`src/rtl/project_selector.sv`:
```
// Wishbone-controlled one-hot project enable with break-before-make guard interval.
// Optional sticky select lock when PROJ_SEL_LOCK_EN is defined.
module project_selector #(
  parameter int unsigned NUM_PROJECTS = 8,
  parameter logic [31:0] BASE_ADDR    = 32'h3000_0000,
  parameter int unsigned GUARD_CYCLES = 16
) (
  input  logic                    wb_clk_i,
  input  logic                    wb_rst_i,
  input  logic                    wbs_cyc_i,
  input  logic                    wbs_stb_i,
  input  logic                    wbs_we_i,
  input  logic [3:0]              wbs_sel_i,
  input  logic [31:0]             wbs_adr_i,
  input  logic [31:0]             wbs_dat_i,
  output logic                    wbs_ack_o,
  output logic [31:0]             wbs_dat_o,
  output logic [NUM_PROJECTS-1:0] active,
  output logic                    busy
);

  typedef enum logic {StIdle, StGuard} state_e;

  state_e                  state_q, state_d;
  logic [7:0]              cur_q, cur_d;
  logic [7:0]              pending_q, pending_d;
  logic [7:0]              cnt_q, cnt_d;
  logic                    range_err_q, range_err_d;
  logic [NUM_PROJECTS-1:0] active_q, active_d;
  logic                    ack_q;
  logic [31:0]             dat_q, rdata;
  logic                    hit, wr, sel_wr, id_ok;
  logic [7:0]              wr_id;
  logic                    locked, lock_err, ctrl_rd;
  logic                    unused;

  // The ~ack_q term forces an idle cycle between consecutive acks.
  assign hit    = wbs_cyc_i & wbs_stb_i & (wbs_adr_i[31:4] == BASE_ADDR[31:4]) & ~ack_q;
  assign wr     = hit & wbs_we_i & wbs_sel_i[0];
  assign sel_wr = wr & (wbs_adr_i[3:2] == 2'd0);
  assign wr_id  = wbs_dat_i[7:0];
  assign id_ok  = 32'(wr_id) < NUM_PROJECTS;
  assign unused = ^{wbs_sel_i[3:1], wbs_dat_i[31:8], wbs_adr_i[1:0]};

`ifdef PROJ_SEL_LOCK_EN
  logic lock_q, lock_err_q;

  always_ff @(posedge wb_clk_i or posedge wb_rst_i) begin
    if (wb_rst_i) begin
      lock_q     <= 1'b0;
      lock_err_q <= 1'b0;
    end else begin
      if (wr && wbs_adr_i[3:2] == 2'd2 && wbs_dat_i[0]) lock_q <= 1'b1;
      if (sel_wr && lock_q) lock_err_q <= 1'b1;
    end
  end

  assign locked   = lock_q;
  assign lock_err = lock_err_q;
  assign ctrl_rd  = lock_q;
`else
  assign locked   = 1'b0;
  assign lock_err = 1'b0;
  assign ctrl_rd  = 1'b0;
`endif

  always_comb begin
    state_d     = state_q;
    cur_d       = cur_q;
    pending_d   = pending_q;
    cnt_d       = cnt_q;
    range_err_d = range_err_q;
    active_d    = '0;

    if (sel_wr && !locked) begin
      if (!id_ok) begin
        range_err_d = 1'b1;
      end else begin
        range_err_d = 1'b0;
        pending_d   = wr_id;
        if (state_q == StIdle && wr_id != cur_q) begin
          state_d = StGuard;
          cnt_d   = 8'(GUARD_CYCLES - 1);
        end
      end
    end

    // A write landing on the final guard cycle still wins.
    if (state_q == StGuard) begin
      if (cnt_q == 8'd0) begin
        state_d = StIdle;
        cur_d   = pending_d;
      end else begin
        cnt_d = cnt_q - 8'd1;
      end
    end

    if (state_d == StIdle) begin
      for (int unsigned i = 1; i < NUM_PROJECTS; i++) begin
        active_d[i] = (cur_d == 8'(i));
      end
    end
  end

  always_comb begin
    rdata = '0;
    case (wbs_adr_i[3:2])
      2'd0:    rdata[7:0] = busy ? pending_q : cur_q;
      2'd1:    rdata = {14'b0, lock_err, range_err_q, 7'b0, busy, cur_q};
      2'd2:    rdata[0] = ctrl_rd;
      default: rdata = '0;
    endcase
  end

  always_ff @(posedge wb_clk_i or posedge wb_rst_i) begin
    if (wb_rst_i) begin
      state_q     <= StIdle;
      cur_q       <= 8'd0;
      pending_q   <= 8'd0;
      cnt_q       <= 8'd0;
      range_err_q <= 1'b0;
      active_q    <= '0;
      ack_q       <= 1'b0;
      dat_q       <= '0;
    end else begin
      state_q     <= state_d;
      cur_q       <= cur_d;
      pending_q   <= pending_d;
      cnt_q       <= cnt_d;
      range_err_q <= range_err_d;
      active_q    <= active_d;
      ack_q       <= hit;
      dat_q       <= (hit && !wbs_we_i) ? rdata : 32'd0;
    end
  end

  assign busy      = (state_q == StGuard);
  assign active    = active_q;
  assign wbs_ack_o = ack_q;
  assign wbs_dat_o = dat_q;

endmodule

```
`config.mk`:
```
export PLATFORM = sky130hd
export DESIGN_NAME = project_selector
export DESIGN_NICKNAME = d
export VERILOG_FILES = /design/src/rtl/project_selector.sv
export SDC_FILE = /design/constraint.sdc
export NUM_CORES = 1
export LEC_CHECK = 0
export CORE_UTILIZATION = 46
export CTS_BUF_LIST = sky130_fd_sc_hd__clkbuf_4 sky130_fd_sc_hd__clkbuf_8
export DETAILED_ROUTE_END_ITERATION = 10
export GPL_TIMING_DRIVEN = 0
export MAX_ROUTING_LAYER = met4
export PLACE_DENSITY = 0.95
export SETUP_SLACK_MARGIN = 0.02
export SYNTH_ARGS = -nofsm -noshare
export SYNTH_HDL_FRONTEND = slang
export SYNTH_SLANG_ARGS = --single-unit
```
`constraint.sdc`:
```
create_clock -name wb_clk_i -period 2.9 [get_ports wb_clk_i]
set_input_delay 0.58 -clock wb_clk_i [delete_from_list [all_inputs] [get_ports wb_clk_i]]
set_output_delay 0.58 -clock wb_clk_i [all_outputs]
set_load 0.005 [all_outputs]
```
[Yosys cells after proc, flatten, opt, wreduce, memory -nomap -nowiden]
Cells that the tools add are included.
Storage, ports and cells
  logic and storage cells: 54
  output and inout port bits: 42
  bits in registers: 66
Operators by class
  add/subtract/negate cells: 1
  mux-type cells: 21
  order comparisons: 1
  reduce and logical (&&, ||, !) cells: 5
  equal/unequal tests: 10
  bitwise gates (word level): 8
Operator list (count)
  $mux 8: 10
  $eq 8x3->1 const B: 4
  $mux 32: 1
  $eq 28x26->1 const B: 1
  $eq 8x2->1 const B: 2
  $pmux 7 s2: 1
  $mux 9: 1
  $eq 8x1->1 const B: 1
  $logic_not 8->1: 1
  $lt 8x4->1 const B: 1
  $ne 8x8->1: 1
  $sub 8x1->8 const B: 1
  $mux 7: 1
  $and 1x1->1: 6
  $mux 1: 6
  $eq 2x1->1 const B: 1
  $logic_and 1x1->1: 2
  $logic_not 2->1: 1
  $not 1->1: 2
  $pmux 1 s2: 1
  $logic_not 1->1: 1

[Depth between registers and ports, before layout]
  depth after elaboration: 11
  gate-level depth with buffers: 9
  mapped depth without buffers: 8

[Worst setup path after synthesis]
Ideal clock, no wire load.
  path kind: input to register
  start: in wbs_adr_i[24]
  end: reg cnt_q[6]
  stages: 6
  slack: 0.921 ns
  arrival time: 1.858 ns
  library setup time: 0.121 ns
  cell sequence: nor4_2 and4_2 nand3_4 o31a_1 buf_6 a22o_1
On the way
  cells in the longest elaborated chain, start to end: 9
RTL lines
  from (decl): line 14  | input logic [31:0] wbs_adr_i,
  $eq 28x26->1 *: line 38  | assign hit = wbs_cyc_i & wbs_stb_i & (wbs_adr_i[31:4] == BASE_ADDR[31:4]) & ~ack_q;
  $and 1x1->1 * (2 in a row): line 38
  $and 1x1->1 * (2 in a row): line 39  | assign wr = hit & wbs_we_i & wbs_sel_i[0];
  $and 1x1->1 *: line 40  | assign sel_wr = wr & (wbs_adr_i[3:2] == 2'd0);
  $mux 8 *: line 75  | if (sel_wr && !locked) begin
  $mux 8: line 90  | if (cnt_q == 8'd0) begin
  $mux 8 *: line 89  | if (state_q == StGuard) begin
  via cnt_d[6]: line 27  | logic [7:0] cnt_q, cnt_d;
  to (signal assigned): line 129  | cnt_q <= cnt_d;
  to (decl): line 27
The timed path passes the listed nets; every way through them passes the cells marked *.
A chain may end at the register's enable or synchronous reset.

[Final worst setup path]
  start: in wbs_dat_i[4]
  end: reg cnt_q[5]
On the way
  cells in the longest elaborated chain, start to end: 7
  elaborated cells on any way between the ends: 8
RTL lines
  from (decl): line 15  | input logic [31:0] wbs_dat_i,
  branches (longest 3 deep; another with $lt 8x4->1)
  $mux 8 *: line 76  | if (!id_ok) begin
  $mux 8 *: line 75
  $mux 8: line 90
  $mux 8 *: line 89
  via cnt_d[5]: line 27
Mark *: on every way through the listed nets, which the timed path passes.

==> flow_summary.json <==
{
  "remaining_max_slew_budget_at_the_tightest_pin_pct": 42.1,
  "synth.ff_latch_count": 44,
  "wl_um": 5000,
  "synth_edf_count": 0,
  "hold_path.startpoint": "cnt_q[5]$_DFF_PP0_",
  "cp_max_fo": 9,
  "fmaxAchievable_mhz": 418,
  "cts_hold_buf": 0,
  "place.gp.congestion": 0.821,
  "start_kind": "primary input",
  "place_hpwl_um": 3940,
  "numPortBuffers": 62,
  "die_area_um2": 5540,
  "die_y_um": 74.4,
  "fillCellCount": 380,
  "worstSkewPairLatency_ps": 290,
  "n_antenna_cell": 0,
  "number_of_antenna_violations_at_the_first_check_in_global_routing": 0,
  "global_route.usage.total_pct": 20.3,
  "worstSetupStartpoint": "wbs_dat_i[4]",
  "numCtsBuffers": 5,
  "detail_route.iter0.violations": 62,
  "grt_start_max_net_pins": 45,
  "ant_nets": 0,
  "totalNegativeSetupSlack_ps": 0,
  "final-max-slew-violation-count": 0,
  "post_cts_buffers": 0,
  "clk_root_buffer_cell": "sky130_fd_sc_hd__clkbuf_8",
  "crit_required_ps": 3070,
  "route.detailed.wl_per_inst_um": 13.5,
  "netlist_top_cells_area": "sky130_fd_sc_hd__dfrtp_1 46%, sky130_fd_sc_hd__buf_4 7.2%, sky130_fd_sc_hd__nor2_1 3.9%",
  "cts_sinks": 44,
  "detailedRoute.firstPassIterationCount": 4,
  "synth.top_cells.by_count": "44 x sky130_fd_sc_hd__dfrtp_1, 25 x sky130_fd_sc_hd__nor2_1, 23 x sky130_fd_sc_hd__buf_4",
  "drive_gt1_share_pct": 23.8,
  "outcome": "completed",
  "worst_ir_drop_vdd_mv": 0.245,
  "ys_warns": 0,
  "remaining_drc_errors": 0,
  "initial_core_util_pct": 49.5,
  "yosys_most_used_dff": "sky130_fd_sc_hd__dfrtp_1",
  "rsz_0062_raised_after_global_routing": "false",
  "min-delay-path-class": "register to register",
  "final_min_period_over_clock_period_pct": 82.5,
  "tightest_slew_ps": 867,
  "period_minus_slack_ps": 2390,
  "max_cap_viol_count": 0,
  "timing.clock.skew_ps": 7.02,
  "ys_seq_area_share_pct": 45.6,
  "power_per_cell_area_nw_per_um2": 366,
  "synth_area_per_cell_um2": 11.5,
  "synthesis.area_um2": 2410,
  "grt_pass1_wl_um": 8120,
  "ff2ff_setup_slack_ps": 790,
  "die_width_um": 74.4,
  "r2r_end": "active[4]$_DFF_PP0_",
  "hold_violations": 0,
  "regArea_um2": 1100,
  "footprint_of_the_multi_input_gates_um2": 1160,
  "yosys.cell_count.top_type": "sky130_fd_sc_hd__dfrtp_1",
  "cts_tree": "built",
  "synth.largest_area_cell": "sky130_fd_sc_hd__dfrtp_1",
  "worstSetupPathType": "primary input to register",
  "synth_top_cell_area_share_pct": 45.6,
  "clockBufferDepth": 2,
  "cts-htree-levels": 2,
  "power.static_leakage_uw": 0.00147,
  "vias_per_cell": 4.86,
  "core_area_um2": 4880,
  "ys_async_sr_fraction_pct": 100,
  "worst_r2r_path_depth": 9,
  "final_net_count": 375,
  "floorplan.io_pins": 115,
  "area.growth.synth_to_final_pct": 37.2,
  "rows": 25,
  "num_vias": 1795,
  "timing.hold.worst_path_depth": 1,
  "ys_types": 54,
  "cp_data_arrival_time_ps": 2560,
  "finish.utilization_pct": 67.9,
  "hold_path_sink": "cnt_q[5]$_DFF_PP0_",
  "post_cts_resized": 0,
  "grt_overflow": 0,
  "cts.clk_slew.worst_paths_ps": 70,
  "finalSetupViolations": 0,
  "worst_r2r_startpoint": "cnt_q[0]$_DFF_PP0_",
  "worst_setup_path_end_kind": "register",
  "grt_pass1_vias": 1833,
  "synthesis.instances": 210
}
critical path: stages:
cell                              delay [ps]
sky130_fd_sc_hd__clkdlybuf4s50_1         450
sky130_fd_sc_hd__nor4_2                  420
sky130_fd_sc_hd__and3b_2                 330
sky130_fd_sc_hd__nand3_4                 120
sky130_fd_sc_hd__o31a_1                  260
sky130_fd_sc_hd__buf_6                   150
sky130_fd_sc_hd__o21ai_1                 150
sky130_fd_sc_hd__o31ai_1                  90
layout by cell type, fill, tap and decap left out, drive strengths merged, types with 6 or more instances in the layout:
master	count
buf	27
nor4	6
nand2	14
inv	6
nor2	26
nor3	7
nand4	7
dfrtp	44
xnor2	10
clkbuf	6
clkdlybuf4s50	62
mux2i	8
conb	23
power breakdown:
group / switching (µW) / internal [µW]
Sequential: 0.000000101 / 613
Combinational: 50.0 / 83.4
Clock: 202 / 265
registers in the layout (all words and copies together), names as in the netlist:
| signal | count |
|---|---|
| cur_q | 8 |
| range_err_q | 1 |
| pending_q | 8 |
| cnt_q | 8 |
| wbs_ack_o | 1 |
| active | 7 |
| wbs_dat_o | 10 |
| busy | 1 |
stage by stage:
stage	hold slack (ps)	instance area, µm²	total power [µW]	setup WS [ps]	instances
6_report	517	3310	1210	507	369
3_5_place_dp	503	3200	758	199	361
4_1_cts	519	3310	1220	509	369
5_1_grt	536	3310	1250	430	369
3_3_place_gp	493	3200	756	276	361
2_1_floorplan	472	2500	683	921	232
worst max-delay path by stage:
stage | endpoint | slack [ps] | cells after the start
2_1_floorplan | cnt_q[6]$_DFF_PP0_ | 920 | 6
3_3_place_gp | cnt_q[6]$_DFF_PP0_ | 280 | 7
3_5_place_dp | cnt_q[5]$_DFF_PP0_ | 200 | 8
4_1_cts | cnt_q[5]$_DFF_PP0_ | 510 | 8
5_1_grt | cnt_q[5]$_DFF_PP0_ | 430 | 8
6_report | cnt_q[5]$_DFF_PP0_ | 510 | 8
metal layers:
metal | wire (µm) | up-vias | GRT usage, %
met5 | 0 | - | -
met4 | 89 | 0 | 8.60
met3 | 235 | 12 | 3.66
met2 | 2790 | 61 | 36.8
met1 | 1890 | 850 | 21.4
li1 | - | 872 | -
cell type report:
type / count / area share [%]
sequential: 44 / 33.2
clock buffer: 6 / 2.30
inverter: 6 / 0.756
tap: 67 / 2.53
buffer: 27 / 6.27
clock inverter: 2 / 1.06
multi-input combinational: 155 / 35.1
timing repair buffer: 62 / 18.7
cells by family after synthesis:
kind of cell | count (synthesis) | synth area share (%)
compound gates | 23 | 9.80
fa+ha+maj | 1 | 0.518
other cells | 1 | 0.155
simple gates | 84 | 24.6
buf+inv | 33 | 9.64
flops | 44 | 45.6
mux | 13 | 5.65
xor+xnor | 11 | 3.99
Power figures use the tool's default switching activity.
